**config.mk**
```make
export PLATFORM = sky130hd
export DESIGN_NAME = reset_seq
export DESIGN_NICKNAME = d
export VERILOG_FILES = /design/src/rtl/reset_seq.sv
export SDC_FILE = /design/constraint.sdc
export NUM_CORES = 1
export LEC_CHECK = 0
export BUFFER_PORTS_ARGS = -buffer_cell sky130_fd_sc_hd__buf_2
export CORE_MARGIN = 3
export CORE_UTILIZATION = 55
export DETAILED_ROUTE_END_ITERATION = 6
export PLACE_DENSITY = 0.75
export SYNTH_ARGS = -nofsm -noshare
export SYNTH_HDL_FRONTEND = slang
export SYNTH_SLANG_ARGS = --single-unit
```
**constraint.sdc**
```tcl
create_clock -name clk_core -period 4.3 [get_ports clk_core]
set_input_delay 0.215 -clock clk_core [delete_from_list [all_inputs] [get_ports clk_core]]
set_output_delay 0.215 -clock clk_core [all_outputs]
set_load 0.03 [all_outputs]
```
**src/rtl/reset_seq.sv**
```systemverilog
// Power-on reset sequencer: filters the raw PLL lock, waits DELAY cycles after
// the PLL is stable, then releases CHANNELS active-low resets in index order,
// STAGGER cycles apart. A one-cycle sw_reset_req in RUN re-runs the release.
// Optional feature: define RESET_SEQ_LOCKLOSS_EN to pull every channel back
// into reset when the filtered lock drops after leaving WAIT.
module reset_seq #(
  parameter int unsigned LOCK_FILTER = 4,
  parameter int unsigned DELAY       = 128,
  parameter int unsigned CHANNELS    = 3,
  parameter int unsigned STAGGER     = 16
) (
  input  logic                clk_core,
  input  logic                dtr,
  input  logic                pll_locked,
  input  logic                sw_reset_req,
  output logic [CHANNELS-1:0] core_reset_n,
  output logic                pll_stable,
  output logic                seq_done
);

  localparam int unsigned CntMax = (DELAY > STAGGER) ? DELAY : STAGGER;
  localparam int unsigned CntW   = $clog2(CntMax + 1);

  localparam logic [CntW-1:0] DelayVal   = CntW'(DELAY);
  localparam logic [CntW-1:0] StaggerVal = CntW'(STAGGER);

  typedef enum logic [1:0] {
    StWait,
    StCount,
    StStagger,
    StRun
  } state_e;

  state_e               state;
  logic [CntW-1:0]      cnt;
  logic [LOCK_FILTER-1:0] window;

  // Widened shift helpers so LOCK_FILTER = 1 and CHANNELS = 1 need no special case
  logic [LOCK_FILTER:0] window_ext;
  logic [CHANNELS:0]    release_ext;
  logic [CHANNELS-1:0]  release_next;
  logic                 lock_lost;

  // Next window contents and the reset vector with one more channel released
  always_comb begin
    window_ext   = {window, pll_locked};
    release_ext  = {core_reset_n, 1'b1};
    release_next = release_ext[CHANNELS-1:0];
  end

`ifdef RESET_SEQ_LOCKLOSS_EN
  assign lock_lost = ~pll_stable;
`else
  assign lock_lost = 1'b0;
`endif

  // Lock filter: pll_locked is sampled directly, stable only after a full window of ones
  always_ff @(posedge clk_core or negedge dtr) begin
    if (!dtr) begin
      window     <= '0;
      pll_stable <= 1'b0;
    end else begin
      window     <= window_ext[LOCK_FILTER-1:0];
      pll_stable <= &window;
    end
  end

  // Release sequencer: one shared counter, cleared on every match so it never wraps
  always_ff @(posedge clk_core or negedge dtr) begin
    if (!dtr) begin
      state        <= StWait;
      cnt          <= '0;
      core_reset_n <= '0;
      seq_done     <= 1'b0;
    end else begin
      unique case (state)
        StWait: begin
          core_reset_n <= '0;
          seq_done     <= 1'b0;
          if (pll_stable) begin
            state <= StCount;
            cnt   <= '0;
          end
        end
        StCount: begin
          if (lock_lost) begin
            state        <= StWait;
            cnt          <= '0;
            core_reset_n <= '0;
            seq_done     <= 1'b0;
          end else if (cnt == DelayVal) begin
            core_reset_n <= release_next;
            cnt          <= '0;
            // Single-channel builds go straight to RUN
            if (release_next[CHANNELS-1]) begin
              state    <= StRun;
              seq_done <= 1'b1;
            end else begin
              state <= StStagger;
            end
          end else begin
            cnt <= cnt + 1'b1;
          end
        end
        StStagger: begin
          if (lock_lost) begin
            state        <= StWait;
            cnt          <= '0;
            core_reset_n <= '0;
            seq_done     <= 1'b0;
          end else if (cnt == StaggerVal) begin
            core_reset_n <= release_next;
            cnt          <= '0;
            if (release_next[CHANNELS-1]) begin
              state    <= StRun;
              seq_done <= 1'b1;
            end
          end else begin
            cnt <= cnt + 1'b1;
          end
        end
        StRun: begin
          // Lock loss wins over a simultaneous software request
          if (lock_lost) begin
            state        <= StWait;
            cnt          <= '0;
            core_reset_n <= '0;
            seq_done     <= 1'b0;
          end else if (sw_reset_req) begin
            state        <= StCount;
            cnt          <= '0;
            core_reset_n <= '0;
            seq_done     <= 1'b0;
          end
        end
        default: begin
          state        <= StWait;
          cnt          <= '0;
          core_reset_n <= '0;
          seq_done     <= 1'b0;
        end
      endcase
    end
  end

endmodule

```
## Yosys cells after proc, flatten, opt, wreduce, memory -nomap -nowiden

Index checks and enable logic that the tools add are counted.
W data, S select, Z words.

- Register bits: 19
- Bits in writable memories: 0
- Latch bits: 0
- Memory bits (read-only): 0
- Memories kept: 0

- Multipliers: 0
- Bitwise gates (word level): 0
- Reduce and logical (&&, ||, !) cells: 5
- Div/mod/pow operators: 0
- Muxes and demuxes: 21
- Equality and inequality tests: 10
- $lt $le $gt $ge: 0
- $add $sub $neg: 1
- Shifts and indexed selects: 0

Operators by type and width:

| kind | count |
|---|---|
| $mux W8 | 4 |
| $pmux W8 S4 | 1 |
| $pmux W3 S4 | 1 |
| $mux W2 | 5 |
| $ne A2 B2 Y1 const B | 5 |
| $mux W3 | 3 |
| $add A8 B1 Y8 const B | 1 |
| $eq A8 B5 Y1 const B | 1 |
| $eq A8 B8 Y1 const B | 1 |
| $pmux W2 S4 | 1 |
| $mux W1 | 5 |
| $reduce_and A5 Y1 | 1 |
| $eq A2 B2 Y1 const B | 2 |
| $pmux W1 S4 | 1 |
| $reduce_and A4 Y1 | 1 |
| $reduce_and A3 Y1 | 1 |
| $eq A2 B1 Y1 const B | 1 |
| $logic_not A2 Y1 | 1 |
| $reduce_and A2 Y1 | 1 |

## Longest topological paths before layout

Gate-level depths: netlist (run 1).

- Word-level depth: 3
- Gate-level depth with buffers: 7

## Worst setup path before layout (run 1)

OpenSTA, ideal clock, no wires.

- Kind: reg-to-reg
- Start point: register state[0]
- End point: register core_reset_n[0]
- Stages on the path, launching flop included: 7
- Buffers on the path: 0
- Slack: 2504 ps
- Period minus slack after synthesis: 1796 ps
- Library setup time: 128 ps
- Required time: 4172 ps
- Arrival: 1669 ps
- Cells stage by stage: dfrtp_1 inv_1 ha_1 or3_1 o22ai_2 nand2_1 mux2_1

- Longest elaborated chain between the ends: 3

Ends and longest elaborated chain:

| what | line | text |
|---|---|---|
| from (decl) | 34 | `state_e state;` |
| from (signal assigned) | 71 | `state <= StWait;` |
| from (signal assigned) | 81 | `state <= StCount;` |
| from (signal assigned) | 87 | `state <= StWait;` |
| $eq A2 B2 Y1 or $eq A2 B1 Y1 (tied branches) | 76 | `unique case (state)` |
| $ne A2 B2 Y1 (no line) | n/a |  |
| $reduce_and A3 Y1 (no line) | n/a |  |
| to (signal assigned) | 92 | `core_reset_n <= release_next;` |
| to (signal assigned) | 112 | `core_reset_n <= release_next;` |
| to (decl) | 16 | `output logic [CHANNELS-1:0] core_reset_n,` |

Several ways; a longest one is shown, not always the timed one.
A chain may end at the register's enable or synchronous reset.

## Worst setup path in the final report (run 1)

Same ends and word-level chain as after synthesis.

==> impl_metrics.yaml, run 1 <==
logic_synthesis:
  synth.avg_cell_area_um2: 10.1
  yosys_warnings: 0
  yosysSeqAreaShare_pct: 46.6
  synthFlopType: "dfrtp_1"
  netlist_area_mm2: 0.00102
  synthCells: 101
  synth_fp_nets: 111
  async_flop_share_pct: 100
  synth_cell_type_count: 32
  synth-edff-count: 0
  ys_ff_latch: 19
placement:
  portBuffers: 8
  dp_hpwl_mm: 1.29
  dp_slack_ns: 2.33
  place_congestion: 0.808
drt:
  drc: 0
  drt_pass1_iterations: 4
  drt-initial-drc-count: 12
  via_per_inst: 5.25
  ant_nets: 0
  vias: 719
  avgRoutedWirePerCell_um: 12.6
  drt-total-wl_mm: 1.73
sta:
  max_freq_mhz: 499
  finalHoldViolations: 0
  rsz0062_at_grt: "false"
  finalCritPeriodShare_pct: 46.6
  drv_slew: 0
  worst_pin_slew_ns: 0.431
  tns_ns: 0
  fin_crit_ns: 2.01
  setup_ws_ns: 2.29
  setup_viol: 0
  slew-limit-headroom_pct: 71.3
  fin_worst_skew_ns: 0.00675
final_layout:
  fin_nets: 124
  mostFrequentLayoutCell: "dfrtp_1"
  fin_util_pct: 69.0
  insertedDiodeCount: 0
  n_fill_cell: 132
  register_area_um2: 475
  areaGrowthSynthToFinish_pct: 10.2
  drive_above_1_share_pct: 15.0
  multi_input_area_um2: 504
  layout_common_cells: "dfrtp_1, nand2_1, inv_1"
clock_tree:
  cts_buffer_depth: 2
  clock_latency_ns: 0.29
  clkSlewWorstSetupHoldPaths_ns: 0.10
  cts_setup_buffers: 0
  cts.sink_count: 19
  post_cts_resized: 0
  htree_levels: 1
  root_buffer: "clkbuf_4"
  cts_tree: "built"
  cts_buffers: 3
die:
  ios: 9
  dieWidth_um: 49.1
  rows: 14
  die_h_um: 49.1
  coreArea_mm2: 0.00163
  start_util_pct: 62.7
  die-area_mm2: 0.00241
power:
  ir_drop_v: 0.000374
  switching_share_pct: 43.4
  p_sw_uw: 305
  pwr-share-seq_pct: 34.4
  p_per_area_mw_per_mm2: 625
  p_comb_share_pct: 53.5
  p_clk_share_pct: 12.2
  power_leakage_uw: 0.000528
  p_int_uw: 398
setup_path:
  crit_chain: "inv_1 > ha_1 > or3_1 > o22ai_2 > nand2_1 > mux2_1"
  crit_buf_inv: 1
  path_delay_family: "simple AND/OR/NAND/NOR gates"
  crit_arrival_ns: 2.18
  required_ns: 4.47
  crit_path_top_delay_cell: "or3_1"
  cp_max_fo: 7
  start_kind: "flip-flop"
  end_kind: "flip-flop"
  cpPeakStageDelay_ns: 0.42
  critical_path_class: "flip-flop to flip-flop"
global_routing:
  grt_pass1_wl_mm: 3.02
  grt_max_degree: 20
  antenna_found_initial: 0
  track_usage_pct: 16.0
  gr-total-overflow: 0
  first_global_vias: 654
status:
  status: "complete, no violations"
job:
  cap_violations: 0
worst_hold_path:
  min_path_type: "input port to flip-flop"
Yosys cell counts, drive strengths merged (2+ instances only):
master	instances	area, µm²
dfrtp	19	475
nand2	12	45.0
inv	10	37.5
a21oi	6	30.0
ha	6	75.1
mux2i	5	50.1
a21o	4	30.0
nor2	4	15.0
or2	4	25.0
or3	4	30.0
nand2b	3	18.8
nand3	3	15.0
o21ai	3	15.0
a31oi	2	12.5
o21a	2	15.0
layer usage:
layer | up-vias | global-route usage (%) | wire length [µm]
met5 | - | 0 | 0
li1 | 376 | - | -
met2 | 6 | 23.2 | 805
met1 | 335 | 24.9 | 874
met4 | 0 | 4.27 | 12
met3 | 2 | 1.83 | 34
area by class of cell:
cell class | instances | area share (%)
multi-input combinational | 71 | 44.8
sequential | 19 | 42.3
inverter | 10 | 3.34
tap | 24 | 2.67
clock inverter | 1 | 0.445
timing repair buffer | 9 | 4.45
clock buffer | 3 | 2.00
per-stage QoR:
stage                     hold slack [ns]  std cells  cell area, µm²  power [µW]
final                              0.0314        137            1120         703
after global routing               0.0136        137            1120         762
after CTS                          0.0225        137            1120         708
after detailed placement            0.172        132            1090         621
after global placement              0.173        132            1090         612
after floorplan                   -0.0806        101            1020         545
cell families (layout without fill, tap and decap cells):
kind of cell,after synthesis,in the layout,share of synthesized area [%]
and+or+nand+nor,34,34,17.4
AOI/OAI and AO/OA,25,25,18.6
buffers and inverters,11,23,4.04
adders and majority gates,6,6,7.35
DFF,19,19,46.6
muxes,6,6,6.01
sequential cells by signal, summed over array words and instances (netlist names):
name,cells
cnt,8
window,4
state,2
pll_stable,1
core_reset_n,3
seq_done,1
what timing repair did:
item                                   4_1_cts  5_1_grt
hold buffers                                 1        0
endpoints found under the hold margin       19        0
setup endpoints to repair                    0        0
power by group through the flow:
| stage | logic [µW] | registers, µW | clock network (µW) |
|---|---|---|---|
| final | 376 | 242 | 85.4 |
| after global routing | 416 | 248 | 98.7 |
| after CTS | 377 | 242 | 88.7 |
| after detailed placement | 375 | 246 | 0 |
| after global placement | 369 | 243 | 0 |
| after floorplan | 276 | 269 | 0 |
final timing paths:
kind,start,end,slack (ns),cells past startpoint
worst max-delay path,state[0],core_reset_n[0],2.29,6
worst min-delay path,pll_locked,window[0],0.03,1
worst min register to register,window[1],window[2],0.38,0
worst max register to register,state[0],core_reset_n[0],2.29,6
min in group asynchronous,dtr,cnt[4],0.38,2
max in group asynchronous,dtr,window[0],3.62,2
(Power assumes the default switching activity.)
==> inputs of run 2 (changes only) <==
ABC_AREA = 1   (was not set)
PLACE_DENSITY = 0.74   (was 0.75)
clock period = 1.9 ns   (was 4.3 ns; I/O delays follow)
==> impl_metrics.yaml, run 2 <==
status:
  status: "complete, no violations"
power:
  p_sw_uw: 838
  p_comb_share_pct: 55.1
  p_int_uw: 847
  pwr-share-seq_pct: 32.6
  p_per_area_mw_per_mm2: 1380
  switching_share_pct: 49.7
  ir_drop_v: 0.000680
  power_leakage_uw: 0.000617
  p_clk_share_pct: 12.3
clock_tree:
  cts_buffer_depth: 2
  cts_buffers: 3
  cts.sink_count: 19
  cts_tree: "built"
  root_buffer: "clkbuf_4"
  htree_levels: 1
  cts_setup_buffers: 0
  post_cts_resized: 0
  clkSlewWorstSetupHoldPaths_ns: 0.11
  clock_latency_ns: 0.30
  holdBufCountCts: 2
sta:
  finalCritPeriodShare_pct: 79.0
  max_freq_mhz: 666
  worst_pin_slew_ns: 0.414
  drv_slew: 0
  setup_viol: 0
  rsz0062_at_grt: "false"
  fin_crit_ns: 1.50
  finalHoldViolations: 0
  setup_ws_ns: 0.399
  slew-limit-headroom_pct: 72.4
  tns_ns: 0
  fin_worst_skew_ns: 0.00390
logic_synthesis:
  yosysSeqAreaShare_pct: 43.1
  ys_ff_latch: 19
  yosys-top-cells-area: "dfrtp_1, nand2_1, ha_1, inv_1, nand2_4"
  yosys_warnings: 0
  synthCells: 135
  netlist_area_mm2: 0.00110
  synth_common_cells: "nand2_1, dfrtp_1, inv_1"
  yosysMostFrequentCell: "nand2_1"
  synth_top_area_share_pct: 43.1
  synthFlopType: "dfrtp_1"
  synth-edff-count: 0
  synth_cell_type_count: 22
  yosys.area.top_type: "dfrtp_1"
  synth.avg_cell_area_um2: 8.17
  synth_fp_nets: 145
  async_flop_share_pct: 100
setup_path:
  path_depth: 7
  reg2reg_slack_ns: 0.40
  worstReg2RegEnd: "core_reset_n[2]"
  crit_start: "state[0]"
  r2r_start: "state[0]"
  cpPeakStageDelay_ns: 0.42
  required_ns: 2.10
  start_kind: "flip-flop"
  crit_arrival_ns: 1.70
  crit_path_top_delay_cell: "dfrtp_1"
  end_kind: "flip-flop"
  path_delay_family: "simple AND/OR/NAND/NOR gates"
  crit_buf_inv: 1
  crit_end: "core_reset_n[2]"
  rr_worst_depth: 7
  critical_path_class: "flip-flop to flip-flop"
  crit_chain: "inv_1 > ha_1 > or2_0 > nand2_2 > nand3_4 > nand2_1 > o21ai_1"
  cp_max_fo: 8
global_routing:
  gr-total-overflow: 0
  grt_max_degree: 20
  antenna_found_initial: 0
  grt_pass1_wl_mm: 3.56
  track_usage_pct: 18.4
  first_global_vias: 841
final_layout:
  mostFrequentLayoutCell: "nand2_1"
  fin_nets: 159
  drive_above_1_share_pct: 20.3
  register_area_um2: 475
  multi_input_area_um2: 557
  areaGrowthSynthToFinish_pct: 10.3
  layout_common_cells: "nand2_1, dfrtp_1, inv_1"
  top_register: "cnt"
  top_regs: "cnt x8, window x4, core_reset_n x3"
  largest_reg_flops: 8
  n_fill_cell: 153
  insertedDiodeCount: 0
drt:
  drt-initial-drc-count: 16
  avgRoutedWirePerCell_um: 11.6
  drt_pass1_iterations: 4
  via_per_inst: 5.09
  drt-total-wl_mm: 2.01
  drc: 0
  ant_nets: 0
  vias: 880
placement:
  portBuffers: 8
  place_congestion: 0.823
  dp_hpwl_mm: 1.55
  dp_slack_ns: 0.408
die:
  dieWidth_um: 50.8
  coreArea_mm2: 0.00180
  start_util_pct: 61.2
  ios: 9
  rows: 15
  die_h_um: 50.8
  die-area_mm2: 0.00258
worst_hold_path:
  min_path_type: "input port to asynchronous set/reset pin"
job:
  cap_violations: 0
[run 2: how the worst min path moves through the flow]
stage | from | end | cells after the start
after floorplan | dtr | cnt[0] | 0
after global placement | dtr | cnt[2] | 1
after detailed placement | dtr | cnt[3] | 1
after CTS | sw_reset_req | core_reset_n[1] | 5
after global routing | dtr | cnt[0] | 2
final | dtr | window[1] | 2
[run 2: layer usage]
metal | vias up | track usage, % | share of wire, % | wire, µm
met5 | - | 0 | 0 | 0
met4 | 0 | 9.87 | 1.4 | 29
met3 | 4 | 1.78 | 2.8 | 57
met2 | 19 | 30.0 | 46 | 929
met1 | 407 | 24.1 | 49 | 991
li1 | 450 | - | - | -
[run 2: cell families (layout without fill, tap and decap cells)]
logic type	after synthesis	after routing	synth area share, %
AO/OA/AOI/OAI	13	13	7.48
XOR/XNOR	3	3	2.38
adder cells (fa/ha/maj)	6	6	6.80
buffers and inverters	18	31	6.46
flip-flops	19	19	43.1
AND/OR/NAND/NOR	76	76	33.8
[run 2: power by group through the flow]
stage          clock (µW)  sequential [µW]  combinational (µW)
6_report              207              549                 929
5_1_grt               224              563                1060
4_1_cts               212              549                 937
3_5_place_dp            0              557                 930
3_3_place_gp            0              550                 917
2_1_floorplan           0              601                 689
[run 2: layout make-up]
type / instances / area share [%]
multi-input cells: 98 / 45.7
flip-flops and latches: 19 / 39.1
inverters: 17 / 5.45
repair buffers: 10 / 4.93
well taps: 25 / 2.57
clock buffers: 3 / 1.85
clock inverters: 1 / 0.411
[run 2: through the flow]
stage               power (µW)  instance area (µm²)  cells  hold slack (ns)  utilization [%]
finish                    1690                 1220    173            0.239             67.6
global route              1850                 1220    173            0.269             67.6
CTS                       1700                 1220    173            0.240             67.6
detailed placement        1490                 1170    167           0.0527             64.9
global placement          1470                 1170    167           0.0459             64.9
floorplan                 1290                 1100    135           -0.201                -
[run 2: worst register-to-register path: cells and delay by family, from the launching register on]
kind	cells	cell delay (ns)
adders and majority gates	1	0.26
and+or+nand+nor	4	0.57
AOI/OAI and AO/OA	1	0.06
buffers and inverters	1	0.08
DFF	1	0.42
